### config.mk
export PLATFORM = sky130hd
export DESIGN_NAME = mem_port_arbiter
export DESIGN_NICKNAME = d
export VERILOG_FILES = /design/src/rtl/mem_arb_pkg.sv /design/src/rtl/mem_arb_select.sv /design/src/rtl/mem_port_arbiter.sv
export SDC_FILE = /design/constraint.sdc
export NUM_CORES = 1
export LEC_CHECK = 0
export CAP_MARGIN = 40
export CELL_PAD_IN_SITES_DETAIL_PLACEMENT = 1
export CELL_PAD_IN_SITES_GLOBAL_PLACEMENT = 2
export CORE_ASPECT_RATIO = 0.5
export CORE_UTILIZATION = 24
export CTS_CLUSTER_SIZE = 30
export DETAILED_ROUTE_END_ITERATION = 7
export GPL_TIMING_DRIVEN = 0
export PLACE_DENSITY_LB_ADDON = 0.1
export SKIP_LAST_GASP = 1
export SLEW_MARGIN = 20
export SYNTH_ARGS = -nofsm -noshare
export SYNTH_HDL_FRONTEND = slang
export SYNTH_HIERARCHICAL = 1
export SYNTH_SLANG_ARGS = --single-unit
### constraint.sdc
create_clock -name clk -period 3.33 [get_ports clk]
set_clock_uncertainty 0.05 [all_clocks]
set_input_delay 0.333 -clock clk [delete_from_list [all_inputs] [get_ports clk]]
set_output_delay 0.333 -clock clk [all_outputs]
set_load 0.01 [all_outputs]
### src/rtl/mem_arb_pkg.sv
// Shared types and constants for the memory port arbiter.
package mem_arb_pkg;

    typedef enum logic [1:0] {
        ARB_IDLE,
        ARB_BUSY,
        ARB_RESP
    } arb_state_t;

    typedef enum logic {
        OWN_IF,
        OWN_LS
    } arb_owner_t;

    localparam int WCNT_WIDTH = 4;

endpackage

### src/rtl/mem_arb_select.sv
// Combinational winner selection between fetch and load/store requests.
module mem_arb_select (
    input  logic if_req,
    input  logic ls_req,
    input  logic last_is_ls,
    output logic req_any,
    output logic ls_wins
);

    // A contested request goes to whoever did not win last; tying last_is_ls low gives LS priority.
    always_comb begin
        req_any = if_req | ls_req;
        ls_wins = ls_req;
        if (if_req && ls_req) begin
            ls_wins = ~last_is_ls;
        end
    end

endmodule

### src/rtl/mem_port_arbiter.sv
// Shares one memory port between instruction fetch and load/store.
// Define MEM_ARB_ROUND_ROBIN_EN to alternate contested grants instead of fixed LS priority.
module mem_port_arbiter
    import mem_arb_pkg::*;
#(
    parameter int ADDR_WIDTH  = 32,
    parameter int DATA_WIDTH  = 32,
    parameter int WAIT_STATES = 1
) (
    input  logic                  clk,
    input  logic                  reset,
    input  logic                  if_req_i,
    input  logic [ADDR_WIDTH-1:0] if_addr_i,
    output logic                  if_gnt_o,
    output logic                  if_rvalid_o,
    output logic [DATA_WIDTH-1:0] if_rdata_o,
    input  logic                  ls_req_i,
    input  logic                  ls_we_i,
    input  logic [ADDR_WIDTH-1:0] ls_addr_i,
    input  logic [DATA_WIDTH-1:0] ls_wdata_i,
    output logic                  ls_gnt_o,
    output logic                  ls_rvalid_o,
    output logic [DATA_WIDTH-1:0] ls_rdata_o,
    output logic                  mem_en_o,
    output logic                  mem_we_o,
    output logic [ADDR_WIDTH-1:0] mem_addr_o,
    output logic [DATA_WIDTH-1:0] mem_wdata_o,
    input  logic [DATA_WIDTH-1:0] mem_rdata_i,
    output logic                  busy_o
);

    localparam logic [WCNT_WIDTH-1:0] WCNT_LOAD = WCNT_WIDTH'(WAIT_STATES);

    arb_state_t            state;
    arb_state_t            state_nxt;
    arb_owner_t            owner;
    arb_owner_t            last_owner;
    logic [WCNT_WIDTH-1:0] wcnt;
    logic [ADDR_WIDTH-1:0] lat_addr;
    logic                  lat_we;
    logic [DATA_WIDTH-1:0] lat_wdata;
    logic [DATA_WIDTH-1:0] if_rdata_q;
    logic [DATA_WIDTH-1:0] ls_rdata_q;
    logic                  req_any;
    logic                  ls_wins;
    logic                  grant;
    logic                  last_busy;

`ifdef MEM_ARB_ROUND_ROBIN_EN
    always_ff @(posedge clk) begin
        if (reset) begin
            last_owner <= OWN_IF;
        end else if (grant) begin
            last_owner <= ls_wins ? OWN_LS : OWN_IF;
        end
    end
`else
    assign last_owner = OWN_IF;
`endif

    mem_arb_select u_select (
        .if_req     (if_req_i),
        .ls_req     (ls_req_i),
        .last_is_ls (last_owner == OWN_LS),
        .req_any    (req_any),
        .ls_wins    (ls_wins)
    );

    // Grants are suppressed while reset is asserted so nothing is handed out that cannot start.
    assign grant     = (state == ARB_IDLE) && req_any && !reset;
    assign last_busy = (state == ARB_BUSY) && (wcnt == '0);

    always_ff @(posedge clk) begin
        if (reset) begin
            state <= ARB_IDLE;
        end else begin
            state <= state_nxt;
        end
    end

    always_comb begin
        state_nxt   = state;
        if_gnt_o    = 1'b0;
        ls_gnt_o    = 1'b0;
        if_rvalid_o = 1'b0;
        ls_rvalid_o = 1'b0;
        mem_en_o    = 1'b0;
        mem_we_o    = 1'b0;
        busy_o      = (state != ARB_IDLE);
        case (state)
            ARB_IDLE: begin
                if (grant) begin
                    ls_gnt_o  = ls_wins;
                    if_gnt_o  = ~ls_wins;
                    state_nxt = ARB_BUSY;
                end
            end
            ARB_BUSY: begin
                mem_en_o = 1'b1;
                if (last_busy) begin
                    mem_we_o  = lat_we;
                    state_nxt = ARB_RESP;
                end
            end
            ARB_RESP: begin
                ls_rvalid_o = (owner == OWN_LS);
                if_rvalid_o = (owner == OWN_IF);
                state_nxt   = ARB_IDLE;
            end
            default: state_nxt = ARB_IDLE;
        endcase
    end

    // Transaction registers and per-requester read data; a write leaves both rdata registers alone.
    always_ff @(posedge clk) begin
        if (reset) begin
            owner      <= OWN_IF;
            wcnt       <= '0;
            lat_addr   <= '0;
            lat_we     <= 1'b0;
            lat_wdata  <= '0;
            if_rdata_q <= '0;
            ls_rdata_q <= '0;
        end else begin
            if (grant) begin
                owner     <= ls_wins ? OWN_LS : OWN_IF;
                wcnt      <= WCNT_LOAD;
                lat_addr  <= ls_wins ? ls_addr_i : if_addr_i;
                lat_we    <= ls_wins & ls_we_i;
                lat_wdata <= ls_wins ? ls_wdata_i : '0;
            end else if ((state == ARB_BUSY) && (wcnt != '0)) begin
                wcnt <= wcnt - 1'b1;
            end
            if (last_busy && !lat_we) begin
                if (owner == OWN_LS) begin
                    ls_rdata_q <= mem_rdata_i;
                end else begin
                    if_rdata_q <= mem_rdata_i;
                end
            end
        end
    end

    assign mem_addr_o  = lat_addr;
    assign mem_wdata_o = lat_wdata;
    assign if_rdata_o  = if_rdata_q;
    assign ls_rdata_o  = ls_rdata_q;

endmodule

---- After elaboration in Yosys (flattened, before gate mapping) ----
Index checks and enable logic that the tools add are counted.
cells by class
  add/subtract/negate cells ............... 1
  equal/unequal tests ..................... 4
  muxes and demuxes ....................... 18
  bitwise operators ....................... 4
  reductions and logical operators ........ 17
operator list
  cell                                                 number
  2-to-1 mux 32 bit                                    2
  2-to-1 mux 1 bit                                     13
  logical AND 1 bit                                    6
  AND reduction 2 bit                                  3
  logical NOT 4 bit                                    1
  2-to-1 mux 2 bit                                     2
  inequality test 2 bit, second input constant         2
  case mux 2 bit (2 select lines)                      1
  nonzero test 2 bit                                   2
  nonzero test 4 bit                                   1
  subtractor 4 x 1 -> 4 bit, second input constant     1
  equality test 2 x 1 -> 1 bit, second input constant  1
  equality test 2 bit, second input constant           1
  logical NOT 1 bit                                    2
  logical NOT 2 bit                                    1
  NOT 1 bit                                            2
  OR reduction 2 bit                                   1
  bitwise AND 1 bit                                    1
  OR 1 bit                                             1
storage, ports and cells
  register bits after elaboration ......... 136
  logic and storage cells ................. 53

---- Logic depth before layout (Yosys ltp) ----
Gate-level depths: netlist of run 1.
  word-level depth ........................ 5
  mapped depth ............................ 8

---- By module ----
Netlist of run 1, hierarchy kept.
modules (own cells, without submodules)
  module            instances  cells an instance  area each (µm²)  sequential area each (µm²)
  mem_port_arbiter  1          554                5173.7           2722.6
  mem_arb_select    1          2                  13.8             0.0

---- Worst setup path after synthesis of run 1 ----
Ideal clock, no wire load.
  path type ............................... register to output
  from .................................... reg wcnt[0]
  to ...................................... out mem_we_o
  data arrival time ....................... 1268 ps
  required time ........................... 2947 ps
  path slack .............................. 1679 ps
  cell stages (with the launch flop) ...... 6
  path buffers ............................ 1
  cells stage by stage .................... dfxtp_1 -> inv_1 -> ha_1 -> nor3b_1 -> buf_2 -> and3_1
between the ends
  word-level cells in the longest chain between the ends .. 4
RTL lines
  item                      RTL line                 source
  start: declaration        mem_port_arbiter.sv:38   logic [WCNT_WIDTH-1:0] wcnt;
  start signal: assignment  mem_port_arbiter.sv:132  wcnt <= wcnt - 1'b1;
  logical NOT 4 bit         mem_port_arbiter.sv:71   assign last_busy = (state == ARB_BUSY) && (wcnt == '0);
  logical AND 1 bit         mem_port_arbiter.sv:71
  2-to-1 mux 1 bit          mem_port_arbiter.sv:100  if (last_busy) begin
  2-to-1 mux 1 bit          mem_port_arbiter.sv:90   case (state)
  end: declaration          mem_port_arbiter.sv:25   output logic mem_we_o,
No other way between the ends.

---- Worst setup path after layout of run 1 ----
  from .................................... in ls_req_i
  to ...................................... out ls_gnt_o
between the ends
  elaborated cells on any way between the ends .. 7
  those cells by class .................... 3 x mux; 1 x bitwise; 3 x reduce/logical
RTL lines
  item                RTL line                source
  start: declaration  mem_port_arbiter.sv:17  input logic ls_req_i,
  logical AND 1 bit   mem_arb_select.sv:14    if (if_req && ls_req) begin
  2-to-1 mux 1 bit *  mem_arb_select.sv:14
  net ls_wins         mem_port_arbiter.sv:45  logic ls_wins;
  2-to-1 mux 1 bit *  mem_port_arbiter.sv:92  if (grant) begin
  2-to-1 mux 1 bit *  mem_port_arbiter.sv:90
  end: declaration    mem_port_arbiter.sv:21  output logic ls_gnt_o,
Mark *: on every way through the listed nets, which the timed path passes. The rest lies on a longest branch.

==> results of run 1 <==
[kinds of logic (layout without fill, tap and decap cells)]
family                   count (synthesis)  count (layout)
multiplexers                            32              32
AO/OA/AOI/OAI                          204             204
other                                    1               2
flip-flops                             136             136
buffers and inverters                   62             361
AND/OR/NAND/NOR                        120             120
adder cells (fa/ha/maj)                  1               1
[Yosys cell counts, drive strengths merged]
master / count / area share (%)
clkbuf: 25 / 1.8
or4: 2 / 0.29
or3b: 1 / 0.17
a22o: 33 / 5.6
a21o: 1 / 0.14
ha: 1 / 0.24
nand2b: 1 / 0.12
nand2: 1 / 0.072
buf: 32 / 3.1
nor3b: 3 / 0.53
a21boi: 1 / 0.14
or2: 2 / 0.24
nor2: 35 / 2.5
or4b: 1 / 0.19
inv: 5 / 0.36
conb: 1 / 0.072
dfxtp: 136 / 52
nand4bb: 1 / 0.22
a311oi: 1 / 0.17
o21ai: 67 / 6.5
a21oi: 68 / 6.6
or3: 1 / 0.12
nand3: 65 / 6.3
nor3: 2 / 0.19
and4bb: 1 / 0.24
a211oi: 32 / 4.6
and3b: 2 / 0.34
and3: 1 / 0.12
a31oi: 1 / 0.12
nor4b: 1 / 0.29
mux2i: 32 / 6.2
[state kept, by name, summed over array words and instances (netlist names)]
register and flops:
mem_addr_o 32, ls_rdata_o 32, state 2, if_rdata_o 32
owner 1, lat_we 1, mem_wdata_o 32, wcnt 4
[power by group]
part,internal [mW],switching [mW],leakage (nW),total (mW)
logic,0.493,0.520,1.79,1.01
registers,1.75,0.0708,1.11,1.82
clock network,1.13,0.775,0.281,1.91
total,3.37,1.37,3.18,4.74
[layout make-up]
class	count	area, um^2	share of cell area (%)
multi-input combinational	358	2191	24.85
clock inverter	13	145.1	1.646
timing repair buffer	267	2673	30.32
sequential	136	2723	30.88
antenna	1	2.502	0.02838
clock buffer	19	442.9	5.024
tap	292	365.4	4.144
buffer	57	255.2	2.895
inverter	5	18.77	0.2129
[layer usage]
| layer | share of wire, % | GRT usage [%] |
|---|---|---|
| met1 | 45 | 22.93 |
| met2 | 45 | 29.59 |
| met3 | 8.5 | 8.951 |
| met4 | 1.2 | 4.797 |
| met5 | 0 | 0 |
[through the flow]
stage                     total power [mW]  hold WS (ns)
after floorplan                      2.294        0.4130
after global placement               2.861        0.4046
after detailed placement             2.874        0.4079
after CTS                            4.803        0.4293
after global routing                 4.966        0.4419
final                                4.737        0.4209
[worst min path at each step]
stage	from	end
final	mem_wdata_o[27]	mem_wdata_o[27]
after global routing	mem_wdata_o[24]	mem_wdata_o[24]
after CTS	mem_wdata_o[27]	mem_wdata_o[27]
after detailed placement	mem_wdata_o[27]	mem_wdata_o[27]
after global placement	mem_wdata_o[3]	mem_wdata_o[3]
after floorplan	wcnt[3]	wcnt[3]
[critical path: cells and delay by family]
family / cells / cell delay [ns]
AO/OA/AOI/OAI: 1 / 0.17
buffers and inverters: 5 / 1.85
AND/OR/NAND/NOR: 1 / 0.21
==> results.sh, run 1 <==
export IMPL_status="finished, final reports clean"
export IMPL_crit_path_max_incr_delay_ns=0.58
export IMPL_tns_ns=0
export IMPL_p_leak_nw=3.177
export IMPL_ys_warnings_count=6
export IMPL_grt_pass1_wl_mm=31.62
export IMPL_power_density_nw_per_um2=537.3
export IMPL_muxShareOfSynthArea_pct=6.175
export IMPL_critical_path_class="input port to output port"
export IMPL_first_pass_iters=4
export IMPL_start_util_pct=24.85
export IMPL_start_kind="input port"
export IMPL_ys_types=36
export IMPL_synth_top_family_by_area="compound AO/OA/AOI/OAI gates"
export IMPL_final_area_um2=8816
export IMPL_grt_usage_pct=18.77
export IMPL_wl_per_cell_um=18.01
export IMPL_yosys_area_share_adder_pct=0.2412
export IMPL_htree_levels=4
export IMPL_num_rows=37
export IMPL_grt_pass1_vias=5517
export IMPL_drt_iter0_markers=194
export IMPL_cts_buffers=17
export IMPL_critPathRequiredTime_ns=2.95
export IMPL_cp_max_fo=10
export IMPL_ys_seq_elements=136
export IMPL_rsz0062_at_grt="false"
export IMPL_fin_crit_ns=2.949
export IMPL_end_kind="output port"
export IMPL_syn_nets=690
export IMPL_final_cells=1148
export IMPL_die_area_um2=22240
export IMPL_utilization_pct=42.22
export IMPL_tightest_slew_ns=0.6622
export IMPL_die_w_um=209.9
export IMPL_cts_resized=0
export IMPL_nets=976
export IMPL_ctsHoldBuffers=0
export IMPL_drt_total_wl_mm=20.68
export IMPL_fmax_mhz=339.1
export IMPL_yosysSeqAreaShare_pct=52.48
export IMPL_hold_depth=1
export IMPL_gp_congestion=0.7845
export IMPL_period_share_pct=88.55
export IMPL_io_buffers=267
export IMPL_crit_path_start="ls_req_i"
export IMPL_tritoncts="done"
export IMPL_die_y_um=106.0
export IMPL_hold_viol_final=0
export IMPL_worstPathArrival_ns=2.57
export IMPL_post_dp_hpwl_mm=15.70
export IMPL_clkTransAtPathRegs_ns=0.06
export IMPL_drc=0
export IMPL_fillCellCount=2401
export IMPL_final_cell_mix="clkdlybuf4s50_1, dfxtp_1, a21oi_1"
export IMPL_holdCritPathClass="flip-flop to flip-flop"
export IMPL_r2r_slack_ns=1.34
export IMPL_preCtsSetupSlack_ns=0.3624
export IMPL_setup_viol=0
export IMPL_clock_latency_ns=0.41
export IMPL_worstRegToRegCells=7
export IMPL_viasPerCell=4.597
export IMPL_vdd_ir_drop_max_mv=0.2446
export IMPL_cpMaxStageDelayCell="clkdlybuf4s50_1"
export IMPL_synth_compound_gate_area_share_pct=23.81
export IMPL_worst_slack_ns=0.3812
export IMPL_cts_sinks=136
export IMPL_io_pins=268
export IMPL_reg2reg_to="if_rdata_o[21]"
export IMPL_cp_endpoint="ls_gnt_o"
export IMPL_synth_xor_area_share_pct=0
export IMPL_syn2layout_area_growth_pct=69.95
export IMPL_crit_reg2reg_launch="wcnt[0]"
export IMPL_grt_overflow_total=0
export IMPL_synthSimpleGateAreaFrac_pct=11.94
export IMPL_maxCapViolations=0
export IMPL_syn_avg_cell_area_um2=9.330
export IMPL_layout_cells_most_common="clkdlybuf4s50_1"
export IMPL_post_cts_buffers=0
export IMPL_dp_cells=1115
export IMPL_fp_coreArea_um2=20880
export IMPL_grt_max_degree=17
export IMPL_root_buffer="clkbuf_16"
export IMPL_grt_antenna_before_repair=3
export IMPL_via_count=5277
export IMPL_finalMaxSlewViolations=0
export IMPL_ant_nets=0
export IMPL_slew_headroom_pct=55.74
export IMPL_crit_chain="clkdlybuf4s50_1 -> a21boi_1 -> clkbuf_1 -> and3b_1 -> buf_2 -> buf_2 -> clkdlybuf4s50_1"
export IMPL_netlist_area_um2=5187
export IMPL_drive_above_1_share_pct=7.251
export IMPL_place_area_um2=8225
export IMPL_cts_path_max_buffers=2
export IMPL_syn_inst=556
(Power assumes the default switching activity.)
==> run 2, diff against run 1 <==
--- a/config.mk
+++ b/config.mk
@@ -6,14 +6,12 @@
 export NUM_CORES = 1
 export LEC_CHECK = 0
 export CAP_MARGIN = 40
-export CELL_PAD_IN_SITES_DETAIL_PLACEMENT = 1
-export CELL_PAD_IN_SITES_GLOBAL_PLACEMENT = 2
 export CORE_ASPECT_RATIO = 0.5
-export CORE_UTILIZATION = 24
+export CORE_UTILIZATION = 43
 export CTS_CLUSTER_SIZE = 30
 export DETAILED_ROUTE_END_ITERATION = 7
 export GPL_TIMING_DRIVEN = 0
-export PLACE_DENSITY_LB_ADDON = 0.1
+export PLACE_DENSITY = 0.86
 export SKIP_LAST_GASP = 1
 export SLEW_MARGIN = 20
 export SYNTH_ARGS = -nofsm -noshare
==> results.sh, run 2 (synthesized netlist as in run 1, its figures left out) <==
export IMPL_status="finished, final reports clean"
export IMPL_first_pass_iters=5
export IMPL_crit_chain="clkdlybuf4s50_1 -> a21boi_1 -> clkbuf_1 -> and3b_1 -> buf_2 -> buf_2 -> clkdlybuf4s50_1"
export IMPL_root_buffer="clkbuf_16"
export IMPL_r2r_slack_ns=1.39
export IMPL_period_share_pct=90.98
export IMPL_die_w_um=157.3
export IMPL_setup_viol=0
export IMPL_slew_headroom_pct=60.83
export IMPL_drt_total_wl_mm=17.37
export IMPL_gp_congestion=0.7729
export IMPL_hold_end="mem_wdata_o[22]"
export IMPL_wl_per_cell_um=17.18
export IMPL_tightest_slew_ns=0.5861
export IMPL_holdCritPathClass="flip-flop to flip-flop"
export IMPL_crit_family="buffers and inverters"
export IMPL_power_density_nw_per_um2=532.5
export IMPL_tritoncts="done"
export IMPL_min_delay_start="mem_wdata_o[22]"
export IMPL_rsz0062_at_grt="false"
export IMPL_grt_usage_pct=27.18
export IMPL_io_buffers=267
export IMPL_post_dp_hpwl_mm=12.66
export IMPL_start_kind="input port"
export IMPL_hold_viol_final=0
export IMPL_worst_slack_ns=0.3004
export IMPL_crit_path_max_incr_delay_ns=0.62
export IMPL_grt_max_degree=17
export IMPL_grt_antenna_before_repair=0
export IMPL_final_cell_mix="clkdlybuf4s50_1, dfxtp_1, a21oi_1"
export IMPL_via_count=5466
export IMPL_htree_levels=4
export IMPL_ant_nets=0
export IMPL_die_area_um2=12530
export IMPL_grt_overflow_total=0
export IMPL_path_buf_inv=5
export IMPL_fmax_mhz=330.1
export IMPL_post_cts_buffers=0
export IMPL_end_kind="output port"
export IMPL_worstRegToRegCells=7
export IMPL_tns_ns=0
export IMPL_io_pins=268
export IMPL_drt_iter0_markers=264
export IMPL_drc=0
export IMPL_cts_buffers=17
export IMPL_cpMaxStageDelayCell="clkdlybuf4s50_1"
export IMPL_cts_path_max_buffers=2
export IMPL_fp_coreArea_um2=11350
export IMPL_layout_cells_most_common="clkdlybuf4s50_1"
export IMPL_cp_max_fo=10
export IMPL_critPathRequiredTime_ns=2.95
export IMPL_drive_above_1_share_pct=6.808
export IMPL_syn2layout_area_growth_pct=65.97
export IMPL_grt_pass1_vias=5347
export IMPL_critical_path_class="input port to output port"
export IMPL_fin_crit_ns=3.030
export IMPL_nets=976
export IMPL_worstPathArrival_ns=2.65
export IMPL_reg2reg_to="if_rdata_o[30]"
export IMPL_start_util_pct=45.70
export IMPL_finalMaxSlewViolations=0
export IMPL_total_power_mw=4.585
export IMPL_clkTransAtPathRegs_ns=0.06
export IMPL_cts_resized=0
export IMPL_die_y_um=79.67
export IMPL_viasPerCell=5.407
export IMPL_maxCapViolations=0
export IMPL_grt_pass1_wl_mm=26.46
export IMPL_hold_depth=1
export IMPL_clock_latency_ns=0.40
export IMPL_crit_reg2reg_launch="wcnt[0]"
export IMPL_p_leak_nw=3.164
export IMPL_num_rows=27
export IMPL_cts_sinks=136
export IMPL_vdd_ir_drop_max_mv=0.3312
export IMPL_ctsHoldBuffers=0
export IMPL_diodes=0
export IMPL_preCtsSetupSlack_ns=0.4278
==> run 2: cell types whose count changed in the layout (fill, tap and decap cells not counted) <==
cell	delta
clkinvlp_4	-1
clkinv_4	-1
diode_2	-1
clkbuf_1	+1
clkinv_2	+2
inv_6	-4
==> run 2: worst register-to-register path, cell delays in order, from the launching register on <==
cell	delay [ns]
dfxtp_1	0.32
inv_1	0.08
ha_1	0.18
nor3b_1	0.39
buf_2	0.31
buf_2	0.24
nand3_1	0.12
a21oi_1	0.18
==> run 2: per-stage QoR <==
stage / area [um^2] / cells / hold slack, ns / util [%]
2_1_floorplan: 5187 / 556 / 0.4130 / -
3_3_place_gp: 8059 / 982 / 0.4060 / 71.00
3_5_place_dp: 8059 / 982 / 0.4032 / 71.00
4_1_cts: 8610 / 1011 / 0.4248 / 75.85
5_1_grt: 8610 / 1011 / 0.4351 / 75.85
6_report: 8610 / 1011 / 0.4253 / 75.85
==> run 2: cell type report <==
| cell class | count | area, um^2 |
|---|---|---|
| multi-input combinational | 358 | 2191 |
| inverter | 5 | 18.77 |
| buffer | 57 | 255.2 |
| timing repair buffer | 267 | 2673 |
| clock buffer | 20 | 446.7 |
| tap | 159 | 198.9 |
| clock inverter | 9 | 103.9 |
| fill | 843 | 2741 |
| sequential | 136 | 2723 |
==> run 2: report_power, final <==
part / total (mW) / switching, mW / internal, mW
Sequential: 1.82 / 0.0715 / 1.75
Combinational: 0.989 / 0.496 / 0.493
Clock: 1.78 / 0.673 / 1.10
==> run 2: how the worst max path moves through the flow <==
stage / end / slack [ns] / cells past startpoint / start
after floorplan: mem_we_o / 1.68 / 5 / wcnt[0]
after global placement: ls_gnt_o / 0.45 / 7 / ls_req_i
after detailed placement: ls_gnt_o / 0.43 / 7 / ls_req_i
after CTS: ls_gnt_o / 0.28 / 7 / ls_req_i
after global routing: ls_gnt_o / 0.17 / 7 / ls_req_i
final: ls_gnt_o / 0.30 / 7 / ls_req_i
==> run 2: per-layer routing <==
metal / wire length [um] / vias to the layer above / global-route usage [%]
li1: - / 2599 / -
met1: 7242 / 2610 / 31.35
met2: 8688 / 210 / 48.85
met3: 910 / 47 / 5.972
met4: 525 / 0 / 11.65
met5: 0 / - / 0
